<file path="src/rtl/bcd_pkg.sv">
// Shared constants and FSM encoding for the binary-to-BCD converter.
package bcd_pkg;
  typedef enum logic [1:0] {IDLE, SHIFT, DONE} bcd_state_e;

  localparam int         BCD_DIGIT_W = 4;
  localparam logic [3:0] ADD3_THRESH = 4'd5;
endpackage

</file>
<file path="src/rtl/bcd_digit_adjust.sv">
// Double-dabble correction for one BCD digit: add 3 when the digit is 5 or more.
module bcd_digit_adjust
  import bcd_pkg::*;
(
  input  logic [BCD_DIGIT_W-1:0] i_digit,
  output logic [BCD_DIGIT_W-1:0] o_digit
);
  always_comb begin
    o_digit = i_digit;
    if (i_digit >= ADD3_THRESH) o_digit = i_digit + 4'd3;
  end
endmodule

</file>
<file path="src/rtl/bcd_converter_pro.sv">
// Sequential binary-to-BCD converter (shift-and-add-3), one magnitude bit per cycle.
// Optional per-digit leading-zero mask o_Blank is built only with BCD_LZ_BLANK_EN.
module bcd_converter_pro
  import bcd_pkg::*;
#(
  parameter int INPUT_WIDTH    = 8,
  parameter int DECIMAL_DIGITS = 3,
  parameter int SIGNED         = 0
) (
  input  logic                      i_Clock,
  input  logic                      i_Reset,
  input  logic [INPUT_WIDTH-1:0]    i_Binary,
  input  logic                      i_Start,
  output logic [DECIMAL_DIGITS*4-1:0] o_BCD,
  output logic                      o_Sign,
  output logic                      o_Overflow,
  output logic                      o_DV,
  output logic                      o_Busy
`ifdef BCD_LZ_BLANK_EN
  ,
  output logic [DECIMAL_DIGITS-1:0] o_Blank
`endif
);
  localparam int BCD_W = DECIMAL_DIGITS * BCD_DIGIT_W;
  localparam int CNT_W = $clog2(INPUT_WIDTH + 1);
  localparam logic [CNT_W-1:0] LAST_CNT = CNT_W'(INPUT_WIDTH - 1);

  bcd_state_e             state_q, state_d;
  logic [INPUT_WIDTH-1:0] mag_q, mag_d;
  logic [BCD_W-1:0]       work_q, work_d;
  logic [CNT_W-1:0]       cnt_q, cnt_d;
  logic                   neg_q, neg_d;
  logic                   ovf_acc_q, ovf_acc_d;
  logic [BCD_W-1:0]       bcd_q, bcd_d;
  logic                   sign_q, sign_d;
  logic                   ovf_q, ovf_d;
  logic                   dv_q, dv_d;
  logic                   busy_q, busy_d;

  logic [BCD_W-1:0]       adj;
  logic [BCD_W-1:0]       shifted;
  logic                   carry;
  logic                   in_neg;
  logic [INPUT_WIDTH-1:0] in_mag;

  for (genvar g = 0; g < DECIMAL_DIGITS; g++) begin : g_adj
    bcd_digit_adjust u_adj (
      .i_digit (work_q[g*BCD_DIGIT_W +: BCD_DIGIT_W]),
      .o_digit (adj[g*BCD_DIGIT_W +: BCD_DIGIT_W])
    );
  end

  // Any bit leaving the top digit is a multiple of 10^DECIMAL_DIGITS: flag it.
  assign carry   = adj[BCD_W-1];
  assign shifted = {adj[BCD_W-2:0], mag_q[INPUT_WIDTH-1]};

  // Negation in INPUT_WIDTH bits keeps the most negative value exact as unsigned.
  assign in_neg = (SIGNED != 0) && i_Binary[INPUT_WIDTH-1];
  assign in_mag = in_neg ? ((~i_Binary) + {{(INPUT_WIDTH-1){1'b0}}, 1'b1}) : i_Binary;

`ifdef BCD_LZ_BLANK_EN
  logic [DECIMAL_DIGITS-1:0] blank_q, blank_d, blank_nx;
  logic                      upper_zero;

  always_comb begin
    upper_zero = 1'b1;
    blank_nx   = '0;
    for (int k = DECIMAL_DIGITS - 1; k >= 0; k--) begin
      upper_zero  = upper_zero & (shifted[k*BCD_DIGIT_W +: BCD_DIGIT_W] == 4'd0);
      blank_nx[k] = (k > 0) && upper_zero;
    end
  end
`endif

  always_comb begin
    state_d   = state_q;
    mag_d     = mag_q;
    work_d    = work_q;
    cnt_d     = cnt_q;
    neg_d     = neg_q;
    ovf_acc_d = ovf_acc_q;
    bcd_d     = bcd_q;
    sign_d    = sign_q;
    ovf_d     = ovf_q;
    dv_d      = 1'b0;
    busy_d    = busy_q;
`ifdef BCD_LZ_BLANK_EN
    blank_d   = blank_q;
`endif
    case (state_q)
      SHIFT: begin
        mag_d     = mag_q << 1;
        work_d    = shifted;
        ovf_acc_d = ovf_acc_q | carry;
        cnt_d     = cnt_q + 1'b1;
        if (cnt_q == LAST_CNT) begin
          state_d = DONE;
          busy_d  = 1'b0;
          dv_d    = 1'b1;
          bcd_d   = shifted;
          ovf_d   = ovf_acc_q | carry;
          sign_d  = neg_q;
`ifdef BCD_LZ_BLANK_EN
          blank_d = blank_nx;
`endif
        end
      end
      default: begin
        if (state_q == DONE) state_d = IDLE;
        if (i_Start) begin
          state_d   = SHIFT;
          mag_d     = in_mag;
          neg_d     = in_neg;
          work_d    = '0;
          cnt_d     = '0;
          ovf_acc_d = 1'b0;
          busy_d    = 1'b1;
        end
      end
    endcase
  end

  always_ff @(posedge i_Clock) begin
    if (i_Reset) begin
      state_q   <= IDLE;
      mag_q     <= '0;
      work_q    <= '0;
      cnt_q     <= '0;
      neg_q     <= 1'b0;
      ovf_acc_q <= 1'b0;
      bcd_q     <= '0;
      sign_q    <= 1'b0;
      ovf_q     <= 1'b0;
      dv_q      <= 1'b0;
      busy_q    <= 1'b0;
`ifdef BCD_LZ_BLANK_EN
      blank_q   <= '1;
`endif
    end else begin
      state_q   <= state_d;
      mag_q     <= mag_d;
      work_q    <= work_d;
      cnt_q     <= cnt_d;
      neg_q     <= neg_d;
      ovf_acc_q <= ovf_acc_d;
      bcd_q     <= bcd_d;
      sign_q    <= sign_d;
      ovf_q     <= ovf_d;
      dv_q      <= dv_d;
      busy_q    <= busy_d;
`ifdef BCD_LZ_BLANK_EN
      blank_q   <= blank_d;
`endif
    end
  end

  assign o_BCD      = bcd_q;
  assign o_Sign     = sign_q;
  assign o_Overflow = ovf_q;
  assign o_DV       = dv_q;
  assign o_Busy     = busy_q;
`ifdef BCD_LZ_BLANK_EN
  assign o_Blank    = blank_q;
`endif
endmodule

</file>
<file path="config.mk">
export PLATFORM = sky130hd
export DESIGN_NAME = bcd_converter_pro
export DESIGN_NICKNAME = d
export VERILOG_FILES = /design/src/rtl/bcd_pkg.sv /design/src/rtl/bcd_digit_adjust.sv /design/src/rtl/bcd_converter_pro.sv
export SDC_FILE = /design/constraint.sdc
export NUM_CORES = 1
export LEC_CHECK = 0
export CAP_MARGIN = 20
export CORE_UTILIZATION = 50
export DETAILED_ROUTE_END_ITERATION = 7
export HOLD_SLACK_MARGIN = 0.02
export PLACE_DENSITY = 0.74
export RECOVER_POWER = 100
export SYNTH_ARGS = -nofsm -noshare
export SYNTH_HDL_FRONTEND = slang
export SYNTH_SLANG_ARGS = --single-unit
</file>
<file path="constraint.sdc">
create_clock -name i_Clock -period 1.9 [get_ports i_Clock]
set_clock_uncertainty 0.15 [all_clocks]
set_input_delay 0.38 -clock i_Clock [delete_from_list [all_inputs] [get_ports i_Clock]]
set_output_delay 0.38 -clock i_Clock [all_outputs]
set_load 0.03 [all_outputs]
</file>
---- After elaboration in Yosys (flattened, before gate mapping) ----
Index checks and enable logic that the tools add are counted.
cells by class
  $add $sub $neg .......................... 4
  $mul .................................... 0
  div/mod/pow operators ................... 0
  $lt $le $gt $ge ......................... 3
  equality and inequality tests ........... 4
  shift-type cells ........................ 0
  multiplexer cells ....................... 19
  bitwise gates (word level) .............. 2
  reduce and logical (&&, ||, !) cells .... 7
operators by type and width
  cell                   count
  $mux W12               2
  $mux W4                5
  $mux W8                2
  $add A4 B2 Y4 const B  3
  $ge A4 B3 Y1 const B   3
  $mux W2                4
  $mux W1                6
  $reduce_and A2 Y1      3
  $add A4 B1 Y4 const B  1
  $eq A4 B3 Y1 const B   1
  $reduce_or A2 Y1       2
  $reduce_bool A3 Y1     1
  $eq A2 B1 Y1 const B   1
  $eq A2 B2 Y1 const B   1
  $ne A2 B2 Y1 const B   1
  $reduce_bool A2 Y1     1
  $not A1 Y1             1
  $or A1 B1 Y1           1
word-level totals
  register bits ........................... 42
  bits in latches ......................... 0
  memory bits (writable) .................. 0
  ROM bits ................................ 0
  logic and storage cells ................. 49
  memories kept ........................... 0

---- Logic depth before layout (Yosys ltp) ----
Gate-level depths: netlist of the first run.
  word-level depth ........................ 4
  gate-level depth with buffers ........... 6
  gate-level depth less buffers ........... 6

---- By module ----
From an unflattened synthesis of the first run, not the netlist that was laid out.
unflattened totals
  cells, all modules ...................... 207
  area, all modules ....................... 1875.5 um^2
modules (own cells, without submodules)
  module             times used  cells each  area an instance (um^2)  seq. area each (um^2)
  bcd_converter_pro  1           159         1571.5                   840.8
  bcd_digit_adjust   3           16          101.3                    0.0

---- Worst setup path after synthesis of the first run ----
OpenSTA, ideal clock, no wires.
  path kind ............................... reg-to-reg
  start ................................... register work_q[8]
  end ..................................... register work_q[10]
  arrival time ............................ 1.353 ns
  required time ........................... 1.675 ns
  slack ................................... 0.322 ns
  cell stages (with the launch flop) ...... 7
  cells stage by stage .................... dfxtp_1 > inv_1 > ha_1 > nand2b_1 > a21oi_1 > mux2_2 > o22ai_1
on the way
  cells in the longest elaborated chain, start to end .. 3
  elaborated cells on any way between the ends .. 4
  classes of those cells .................. add/sub: 1; order compare: 1; mux: 2
ends and longest elaborated chain
  what                                                  RTL line                  RTL
  from (decl)                                           bcd_converter_pro.sv:30   logic [BCD_W-1:0] work_q, work_d;
  from (signal assigned)                                bcd_converter_pro.sv:142  work_q <= work_d;
  $add A4 B2 Y4 / $ge A4 B3 Y1 (equally long branches)  bcd_digit_adjust.sv:10    if (i_digit >= ADD3_THRESH) o_digit = i_digit + 4'd3;
  $mux W4 (*)                                           bcd_digit_adjust.sv:10
  $mux W12 (*)                                          bcd_converter_pro.sv:90   case (state_q)
Every way passes the cells marked *; elsewhere a longest branch is shown, timed or not.
A chain may end at the register's enable or synchronous reset.

---- Worst setup path in the final report of the first run ----
  start ................................... register busy_q (netlist: o_Busy)
  end ..................................... output port o_Busy
RTL lines
  what                    RTL line                  RTL
  from (decl)             bcd_converter_pro.sv:38   logic busy_q, busy_d;
  from (signal assigned)  bcd_converter_pro.sv:150  busy_q <= busy_d;
  to (decl)               bcd_converter_pro.sv:18   output logic o_Busy
No word-level cell between the ends.

==> impl_metrics.ini, run 1 <==
[floorplanning]
die_x_um = 62.98
core.rowCount = 21
start_util_pct = 54.02
design.die.area_sq_um = 3966
core-area_sq_um = 3442
die_h_um = 62.98
io-pin-count = 27

[critical_path]
cp_max_fo = 2
cp-start-kind = register
cp_slowest_cell = clkdlybuf4s50_1
required_ns = 1.37
path_cells = clkdlybuf4s50_1
cpLargestDelayFamily = buffers and inverters
path_buf_inv = 1
cp.arrival_ns = 1.32
crit_path_end_kind = output pin
slowest_delay_ns = 0.67
criticalPathCategory = register to output pin

[logic_synthesis]
synthAdderAreaFrac_pct = 4.711
async_flop_share_pct = 0
netlist_top_cells_area = dfxtp_1 (45%), o2bb2ai_1 (5.2%), a21oi_1 (4.8%)
synth_compound_area_share_pct = 20.73
ys_seq_elements = 42
synth_top_family_by_area = compound AO/OA/AOI/OAI gates
synth_common_cells = dfxtp_1 (42), a21oi_1 (18), nand3_1 (13)
synth_edf_count = 0
synthSimpleGateAreaFrac_pct = 15.41
syn_area_per_cell_sq_um = 9.438
synth.most_common_cell = dfxtp_1
muxShareOfSynthArea_pct = 6.057
synthCells = 197
synth_nets = 215
yosysTopAreaCell = dfxtp_1
yosysUniqueCellTypes = 36
yosysSeqAreaShare_pct = 45.22
synth_top_cell_area_share_pct = 45.22
synth-xor-area-share_pct = 1.413
syn_area_sq_um = 1859
yosys_warnings = 0
synth_ff_type = dfxtp_1

[grt]
overflow = 0
grt_pass1_wl_um = 7293
grt_max_degree = 34
antenna_found_initial = 0
grt_pass1_vias = 1599
track_usage_pct = 23.51

[routing]
wl_um = 4139
wire_per_inst_um = 15.27
ant_nets = 0
vias = 1582
drtPass1Iterations = 4
drt_iter0_drc = 83
drc = 0
vias_per_cell = 5.838

[finish]
fillers = 288
nets = 242
final_area_sq_um = 2215
area_growth_pct = 19.11
layout-drive-gt1-share_pct = 8.000
ff_latch_area_sq_um = 840.8
antenna_cells = 0
multi_input_area_sq_um = 903.4

[timing]
worst_slack_ns = 0.04695
setup_viol = 0
final-hold-violation-count = 0
rsz0062_at_grt = no
max_freq_ghz = 0.5397
tightestPinTransition_ns = 0.6298
period_minus_slack_ns = 1.853
finalCritPeriodShare_pct = 97.53
whs_ns = 0.3159
setup-tns-final_ns = 0
slew-limit-headroom_pct = 58.01
maxSlewViolCount = 0

[pwr]
combPwrFrac_pct = 10.4
p_switching_uw = 421.1
clkPwrFrac_pct = 35.0
p_per_area_nw_per_um2 = 763.3
p_seq_share_pct = 54.7
p_int_mw = 1.269
switching_share_pct = 24.91
power_leakage_nw = 0.8057
ir_worst_vdd_v = 0.0006602

[clock_network]
cts_max_level = 2
clk_pin_slew_ns = 0.08
cts.sinks = 42
numCtsBuffers = 5
clock_path_buffers = 2
clkLatencyLatePin_ns = 0.29
cts_tree = yes
clock-root-buffer = clkbuf_8
post_cts_buffers = 0

[placed_design]
place_area_sq_um = 2145
dp_hpwl_um = 2913
gp_congestion = 0.8052
pre_cts_slack_ns = 0.1057
portBuffers = 25

[run_status]
status = completed

[min_path]
min_path_type = register to register

[run]
drv_cap = 0
## cell usage in the layout, fill, tap and decap left out
master           synthesis  layout
conb_1                   1       1
clkdlybuf4s50_1          0      23
a41o_1                   1       1
inv_1                    9       9
and4_1                   1       1
clkbuf_2                 1       4
o22ai_1                  7       7
nand2_1                  6       7
and2b_1                  1       1
or3_1                    1       1
o2bb2ai_1               11      11
a32o_1                   1       1
a22o_1                   2       2
nor3_1                   5       5
nor3_4                   1       1
a32oi_1                  1       1
nand2b_1                 4       4
mux2_1                   0       2
nand3_1                 13      13
o21ai_0                  8       8
and2_1                   1       1
ha_1                     7       7
mux2i_1                  9       9
a21oi_2                  0       1
a21oi_1                 18      17
dfxtp_1                 42      42
clkbuf_1                 2       3
nor3b_1                  6       6
clkinv_2                 0       1
clkbuf_8                 0       6
a211oi_1                 8       8
buf_4                    1       4
xnor2_1                  3       3
nand3b_1                 1       1
a31o_2                   1       1
nor2_1                  12      12
## final timing paths
check	startpoint	end	slack [ns]	cells after the start
setup / recovery	o_Busy	o_Busy	0.05	1
hold reg to reg	o_BCD[8]	o_BCD[8]	0.32	1
hold / removal	o_BCD[8]	o_BCD[8]	0.32	1
setup reg to reg	state_q[1]	work_q[2]	0.12	4
## cell type report
class | instances | area share, %
sequential | 42 | 37.97
tap | 46 | 2.599
multi-input combinational | 133 | 40.79
timing repair buffer | 33 | 12.99
clock inverter | 1 | 0.2260
inverter | 9 | 1.525
clock buffer | 7 | 3.898
## sequential cells by signal (all words and copies together) (netlist names)
register    cells
o_BCD          12
work_q         12
mag_q           8
cnt_q           4
state_q         2
o_Busy          1
o_DV            1
o_Overflow      1
ovf_acc_q       1
## per-layer routing
layer / up-vias / share of wire, % / GRT usage [%]
met3: 8 / 4.4 / 5.109
met2: 46 / 50 / 41.40
met1: 760 / 44 / 27.66
li1: 768 / - / -
met4: 0 / 1.2 / 8.430
met5: - / 0 / 0
## cells by family (layout without fill, tap and decap cells)
family	Yosys count	in the layout
buffers and inverters	22	50
AOI/OAI and AO/OA	58	58
xor gates and xnor gates	3	3
muxes	11	11
and+or+nand+nor	53	53
adders and majority gates	7	7
other	1	1
DFF	42	42
## through the flow
step	cells	utilization [%]	total power [mW]
floorplan	197	-	1.064
global placement	263	62.30	1.112
detailed placement	263	62.30	1.121
CTS	271	64.96	1.701
global route	271	64.34	1.763
finish	271	64.34	1.690
## what timing repair did
action,4_1_cts,5_1_grt
resized for setup,0,3
setup endpoints to repair,0,4
hold buffers,0,0
## worst reg2reg max path, stage by stage (launching register included)
cell and delay (ns):
dfxtp_1 0.33, nand2b_1 0.20, clkbuf_2 0.42, and4_1 0.37, a31o_2 0.21
## power by group through the flow
stage / clock (mW) / sequential (mW) / combinational [mW]
6_report: 0.591 / 0.924 / 0.175
5_1_grt: 0.641 / 0.928 / 0.195
4_1_cts: 0.599 / 0.924 / 0.178
3_5_place_dp: 0 / 0.945 / 0.177
3_3_place_gp: 0 / 0.943 / 0.169
2_1_floorplan: 0 / 0.944 / 0.120
No activity file was read; power rests on OpenSTA's default activity.
==> run 2: changes to the inputs <==
--- a/config.mk
+++ b/config.mk
@@ -5,6 +5,7 @@
 export SDC_FILE = /design/constraint.sdc
 export NUM_CORES = 1
 export LEC_CHECK = 0
+export ABC_AREA = 1
 export CAP_MARGIN = 20
 export CORE_UTILIZATION = 50
 export DETAILED_ROUTE_END_ITERATION = 7
==> run 2 against run 1 <==
Utilization grew 1.2 points. Non-clock buffer count is 1 lower. Final area rose by 2.6%. Sequential cell count is the same. Worst hold slack got worse by 0.011 ns. Combinational power decreased by 20%. Via count is 6.1% higher. Sequential power shrank 1%. Critical path depth did not move. Synthesized cell count rose by 32%. Worst setup slack got worse by 0.0049 ns. Critical path type unchanged. First-iteration DRC count increased by 6.0%. Largest power group unchanged.
==> impl_metrics.ini, run 2 <==
[timing]
whs_ns = 0.3049
rsz0062_at_grt = no
max_freq_ghz = 0.5382
slew-limit-headroom_pct = 62.24
maxSlewViolCount = 0
finalCritPeriodShare_pct = 97.79
worst_slack_ns = 0.04204
setup_viol = 0
final-hold-violation-count = 0
tightestPinTransition_ns = 0.5658
period_minus_slack_ns = 1.858

[placed_design]
pre_cts_slack_ns = -0.1189
portBuffers = 25
gp_congestion = 0.8470
dp_hpwl_um = 2552
place_area_sq_um = 2182

[logic_synthesis]
yosysSeqAreaShare_pct = 44.89
yosysTopAreaCell = dfxtp_1
yosysUniqueCellTypes = 21
yosys_warnings = 0
netlist_top_cells_area = dfxtp_1 (45%), nand2_1 (19%), a21oi_1 (5.1%)
synth_ff_type = dfxtp_1
syn_area_sq_um = 1873
synthCells = 260
synth_edf_count = 0
synth_nets = 278
syn_area_per_cell_sq_um = 7.204
synth_top_cell_area_share_pct = 44.89
async_flop_share_pct = 0
synth_common_cells = nand2_1 (96), dfxtp_1 (42), inv_1 (22)
ys_seq_elements = 42
synth.most_common_cell = nand2_1

[finish]
area_growth_pct = 21.31
nets = 307
layout_common_cells = nand2_1 (96), dfxtp_1 (42), clkdlybuf4s50_1 (24)
antenna_cells = 0
final_area_sq_um = 2272
fillers = 323
fin_util_pct = 65.51
layout-drive-gt1-share_pct = 6.207
final_common_cell = nand2_1

[min_path]
holdPathStages = 2
min_path_type = register to register
hold_end = o_BCD[11]
min_from = o_BCD[11]

[clock_network]
clkLatencyLatePin_ns = 0.30
cts_tree = yes
clock-root-buffer = clkbuf_8
clock_path_buffers = 2
cts.sinks = 42
numCtsBuffers = 5
post_cts_buffers = 0
clk_pin_slew_ns = 0.08
cts_max_level = 2
hold_buffers = 0

[grt]
antenna_found_initial = 0
grt_pass1_wl_um = 6410
grt_max_degree = 24
overflow = 0
grt_pass1_vias = 1469
track_usage_pct = 21.02

[pwr]
p_per_area_nw_per_um2 = 767.3
report.power.total_mw = 1.743
ir_worst_vdd_v = 0.0005114
power_leakage_nw = 0.8961

[critical_path]
r2r-start = cnt_q[0]
cp_slowest_cell = clkdlybuf4s50_1
path_buf_inv = 1
required_ns = 1.37
cpLargestDelayFamily = buffers and inverters
reg2reg_slack_ns = 0.17
path_cells = clkdlybuf4s50_1
worstReg2RegEnd = o_BCD[7]
worst-r2r-cell-count = 7
cp.arrival_ns = 1.33
slowest_delay_ns = 0.67
cp_max_fo = 2
crit_path_end_kind = output pin
criticalPathCategory = register to output pin
cp-start-kind = register

[routing]
drt_iter0_drc = 88
ant_nets = 0
drc = 0
wire_per_inst_um = 10.95
drtPass1Iterations = 4
vias = 1678
vias_per_cell = 4.994
wl_um = 3679

[run]
drv_cap = 0

[floorplanning]
core.rowCount = 21
design.die.area_sq_um = 3995
io-pin-count = 27
die_h_um = 63.21
start_util_pct = 54.00
die_x_um = 63.21
core-area_sq_um = 3468

[run_status]
status = completed
[run 2: cell types whose count changed after synthesis, sizes merged, moves of 8 or more]
| cell | before | now |
|---|---|---|
| o2bb2ai | 11 | 0 |
| nand2 | 7 | 96 |
| mux2i | 9 | 0 |
| a211oi | 8 | 0 |
| inv | 9 | 23 |
| a31oi | 0 | 8 |
| o21ai | 8 | 20 |
[run 2: logic make-up after synthesis]
group                      after synthesis  synth area share (%)
other                                    1                0.2002
and+or+nand+nor                        130                 28.93
DFF                                     42                 44.89
buffers and inverters                   33                 8.016
adders and majority gates                7                 4.676
AOI/OAI and AO/OA                       47                 13.29
[run 2: how the worst max path moves through the flow]
| stage | cells after the start | end | slack [ns] | startpoint |
|---|---|---|---|---|
| after floorplan | 7 | o_BCD[10] | 0.46 | cnt_q[0] |
| after CTS | 1 | o_BCD[3] | 0.003 | o_BCD[3] |
| after detailed placement | 4 | o_BCD[8] | -0.12 | i_Reset |
| after global placement | 4 | o_BCD[4] | -0.08 | i_Reset |
| after global routing | 1 | o_Overflow | 0.004 | o_Overflow |
| final | 1 | o_BCD[4] | 0.04 | o_BCD[4] |
[run 2: routing by layer]
metal  up-vias  routed length [um]  track usage [%]
li1        895                   -                -
met2        34                1676            32.80
met3         5                 147            7.065
met1       744                1783            25.34
met5         -                   0                0
met4         0                  72            11.36
[run 2: metrics by stage]
step | std cells | TNS, ns
after detailed placement | 328 | -1.181
after CTS | 336 | 0
final | 336 | 0
after floorplan | 260 | 0
after global routing | 336 | 0
after global placement | 328 | -0.6660
[run 2: report_power, final]
part / switching [mW] / internal [mW] / leakage (nW) / total (mW)
Clock: 0.304 / 0.387 / 0.0579 / 0.690
Combinational: 0.0850 / 0.0547 / 0.498 / 0.140
Sequential: 0.0134 / 0.900 / 0.340 / 0.914
Total: 0.402 / 1.34 / 0.896 / 1.74
[run 2: repair_timing]
item	in CTS	in global routing
resized for setup	0	2
hold endpoints to repair	0	0
endpoints found under the setup margin	0	15
[run 2: layout make-up]
type                            count  area (sq um)  area share [%]
Inverter                           23         86.33           3.800
Tap cell                           46         57.56           2.533
Sequential cell                    42         840.8           37.00
Multi-Input combinational cell    185         879.6           38.71
Timing Repair Buffer               32         299.0           13.16
Clock inverter                      3         40.04           1.762
Clock buffer                        5         68.82           3.029
==> run 3: changes to the inputs <==
==> constraint.sdc (replaced) <==
create_clock -name i_Clock -period 2.07 [get_ports i_Clock]
set_clock_uncertainty 0.15 [all_clocks]
set_input_delay 0.414 -clock i_Clock [delete_from_list [all_inputs] [get_ports i_Clock]]
set_output_delay 0.414 -clock i_Clock [all_outputs]
set_load 0.03 [all_outputs]
==> run 3 against run 2 <==
Sequential cell count stayed put. Die area stayed put. Worst hold slack worse by 0.0076 ns. Critical path type unchanged. Critical endpoint unchanged. Largest power group unchanged.
==> impl_metrics.ini, run 3 (synthesis results as in run 2) <==
[placed_design]
gp_congestion = 0.8609
dp_hpwl_um = 2586
place_area_sq_um = 2162
portBuffers = 25

[floorplanning]
start_util_pct = 54.00
core.rowCount = 21
core-area_sq_um = 3468
io-pin-count = 27
die_h_um = 63.21
die_x_um = 63.21
design.die.area_sq_um = 3995

[pwr]
p_switching_uw = 338.5
combPwrFrac_pct = 8.5
ir_worst_vdd_v = 0.0005379
switching_share_pct = 23.47
p_per_area_nw_per_um2 = 649.5
power_leakage_nw = 0.9158
clkPwrFrac_pct = 33.4
p_seq_share_pct = 58.1
p_int_mw = 1.104
report.power.total_mw = 1.442

[finish]
antenna_cells = 0
fillers = 337
final_common_cell = nand2_1
final_area_sq_um = 2221
nets = 306
area_growth_pct = 18.57
layout_common_cells = nand2_1 (96), dfxtp_1 (42), inv_1 (22)
layout-drive-gt1-share_pct = 4.167

[routing]
vias_per_cell = 4.967
drt_iter0_drc = 118
drtPass1Iterations = 4
wire_per_inst_um = 10.74
ant_nets = 0
drc = 0
wl_um = 3587
vias = 1659

[critical_path]
cpLargestDelayFamily = buffers and inverters
cp-start-kind = register
r2r-start = cnt_q[0]
worstReg2RegEnd = o_BCD[10]
worst-r2r-cell-count = 6
cp_max_fo = 2
crit_path_end_kind = output pin
cp.arrival_ns = 1.37
crit_path_end = o_BCD[4]
path_buf_inv = 1
reg2reg_slack_ns = 0.26
path_cells = dlygate4sd3_1
worstSetupPathDepth = 1
required_ns = 1.51
criticalPathCategory = register to output pin
crit_start = o_BCD[4]
slowest_delay_ns = 0.74
cp_slowest_cell = dlygate4sd3_1

[grt]
grt_pass1_wl_um = 6334
grt_max_degree = 26
grt_pass1_vias = 1513
overflow = 0
track_usage_pct = 20.08
antenna_found_initial = 0

[clock_network]
numCtsBuffers = 5
clkLatencyLatePin_ns = 0.29
clock_path_buffers = 2
cts_tree = yes
cts.sinks = 42
postCtsResizedCells = 0
post_cts_buffers = 0
clock-root-buffer = clkbuf_8
cts_max_level = 2
clk_pin_slew_ns = 0.07
hold_buffers = 0

[run_status]
status = completed

[run]
drv_cap = 0

[timing]
maxSlewViolCount = 0
max_freq_ghz = 0.5166
final-hold-violation-count = 0
setup-tns-final_ns = 0
period_minus_slack_ns = 1.936
finalCritPeriodShare_pct = 93.52
rsz0062_at_grt = no
setup_viol = 0

[min_path]
min_path_type = register to register
==> run 3: cell count changes in the layout (fill, tap and decap cells not counted) <==
cell,delta
buf_12,-1
nor2_1,+1
inv_1,-1
o21ai_0,+1
bufinv_16,-1
clkbuf_1,+2
clkinv_2,-2
nor2_2,-1
clkdlybuf4s50_1,-14
dlygate4sd3_1,+15
inv_2,+1
o21ai_2,-1
buf_4,+1
clkbuf_2,-2
==> run 3: layout make-up <==
class / count / area (sq um) / share of cell area, %
Clock buffer: 7 / 76.32 / 3.437
Inverter: 23 / 86.33 / 3.887
Multi-Input combinational cell: 185 / 873.3 / 39.32
Sequential cell: 42 / 840.8 / 37.86
Tap cell: 46 / 57.56 / 2.592
Timing Repair Buffer: 31 / 286.5 / 12.90
==> run 3: power by group through the flow <==
| stage | clock network [mW] | logic (mW) | registers [mW] |
|---|---|---|---|
| 2_1_floorplan | 0 | 0.0814 | 0.858 |
| 3_3_place_gp | 0 | 0.124 | 0.857 |
| 3_5_place_dp | 0 | 0.126 | 0.857 |
| 4_1_cts | 0.500 | 0.126 | 0.839 |
| 5_1_grt | 0.532 | 0.139 | 0.841 |
| 6_report | 0.482 | 0.122 | 0.839 |
==> run 3: layer usage <==
| metal | share of wire, % | GRT usage [%] |
|---|---|---|
| met4 | 1.4 | 7.670 |
| met2 | 46 | 35.22 |
| met3 | 4.1 | 4.891 |
| met5 | 0 | 0 |
| met1 | 48 | 23.35 |
==> run 3: worst min-delay path by stage <==
stage | from | end | slack, ns | cells after the start
after floorplan | state_q[0] | state_q[0] | 0.29 | 2
after global placement | o_BCD[9] | o_BCD[9] | 0.29 | 2
final | o_BCD[9] | o_BCD[9] | 0.30 | 2
after CTS | o_BCD[9] | o_BCD[9] | 0.31 | 2
after global routing | o_BCD[3] | o_BCD[3] | 0.33 | 2
after detailed placement | o_BCD[9] | o_BCD[9] | 0.29 | 2
==> run 3: through the flow <==
| stage | hold slack (ns) | setup slack (ns) | util (%) | instances |
|---|---|---|---|---|
| 2_1_floorplan | 0.2883 | 0.6278 | - | 260 |
| 3_3_place_gp | 0.2894 | 0.2707 | 62.34 | 327 |
| 3_5_place_dp | 0.2949 | 0.2375 | 62.34 | 327 |
| 4_1_cts | 0.3062 | 0.1818 | 64.54 | 334 |
| 5_1_grt | 0.3329 | 0.08532 | 64.03 | 334 |
| 6_report | 0.2973 | 0.1342 | 64.03 | 334 |
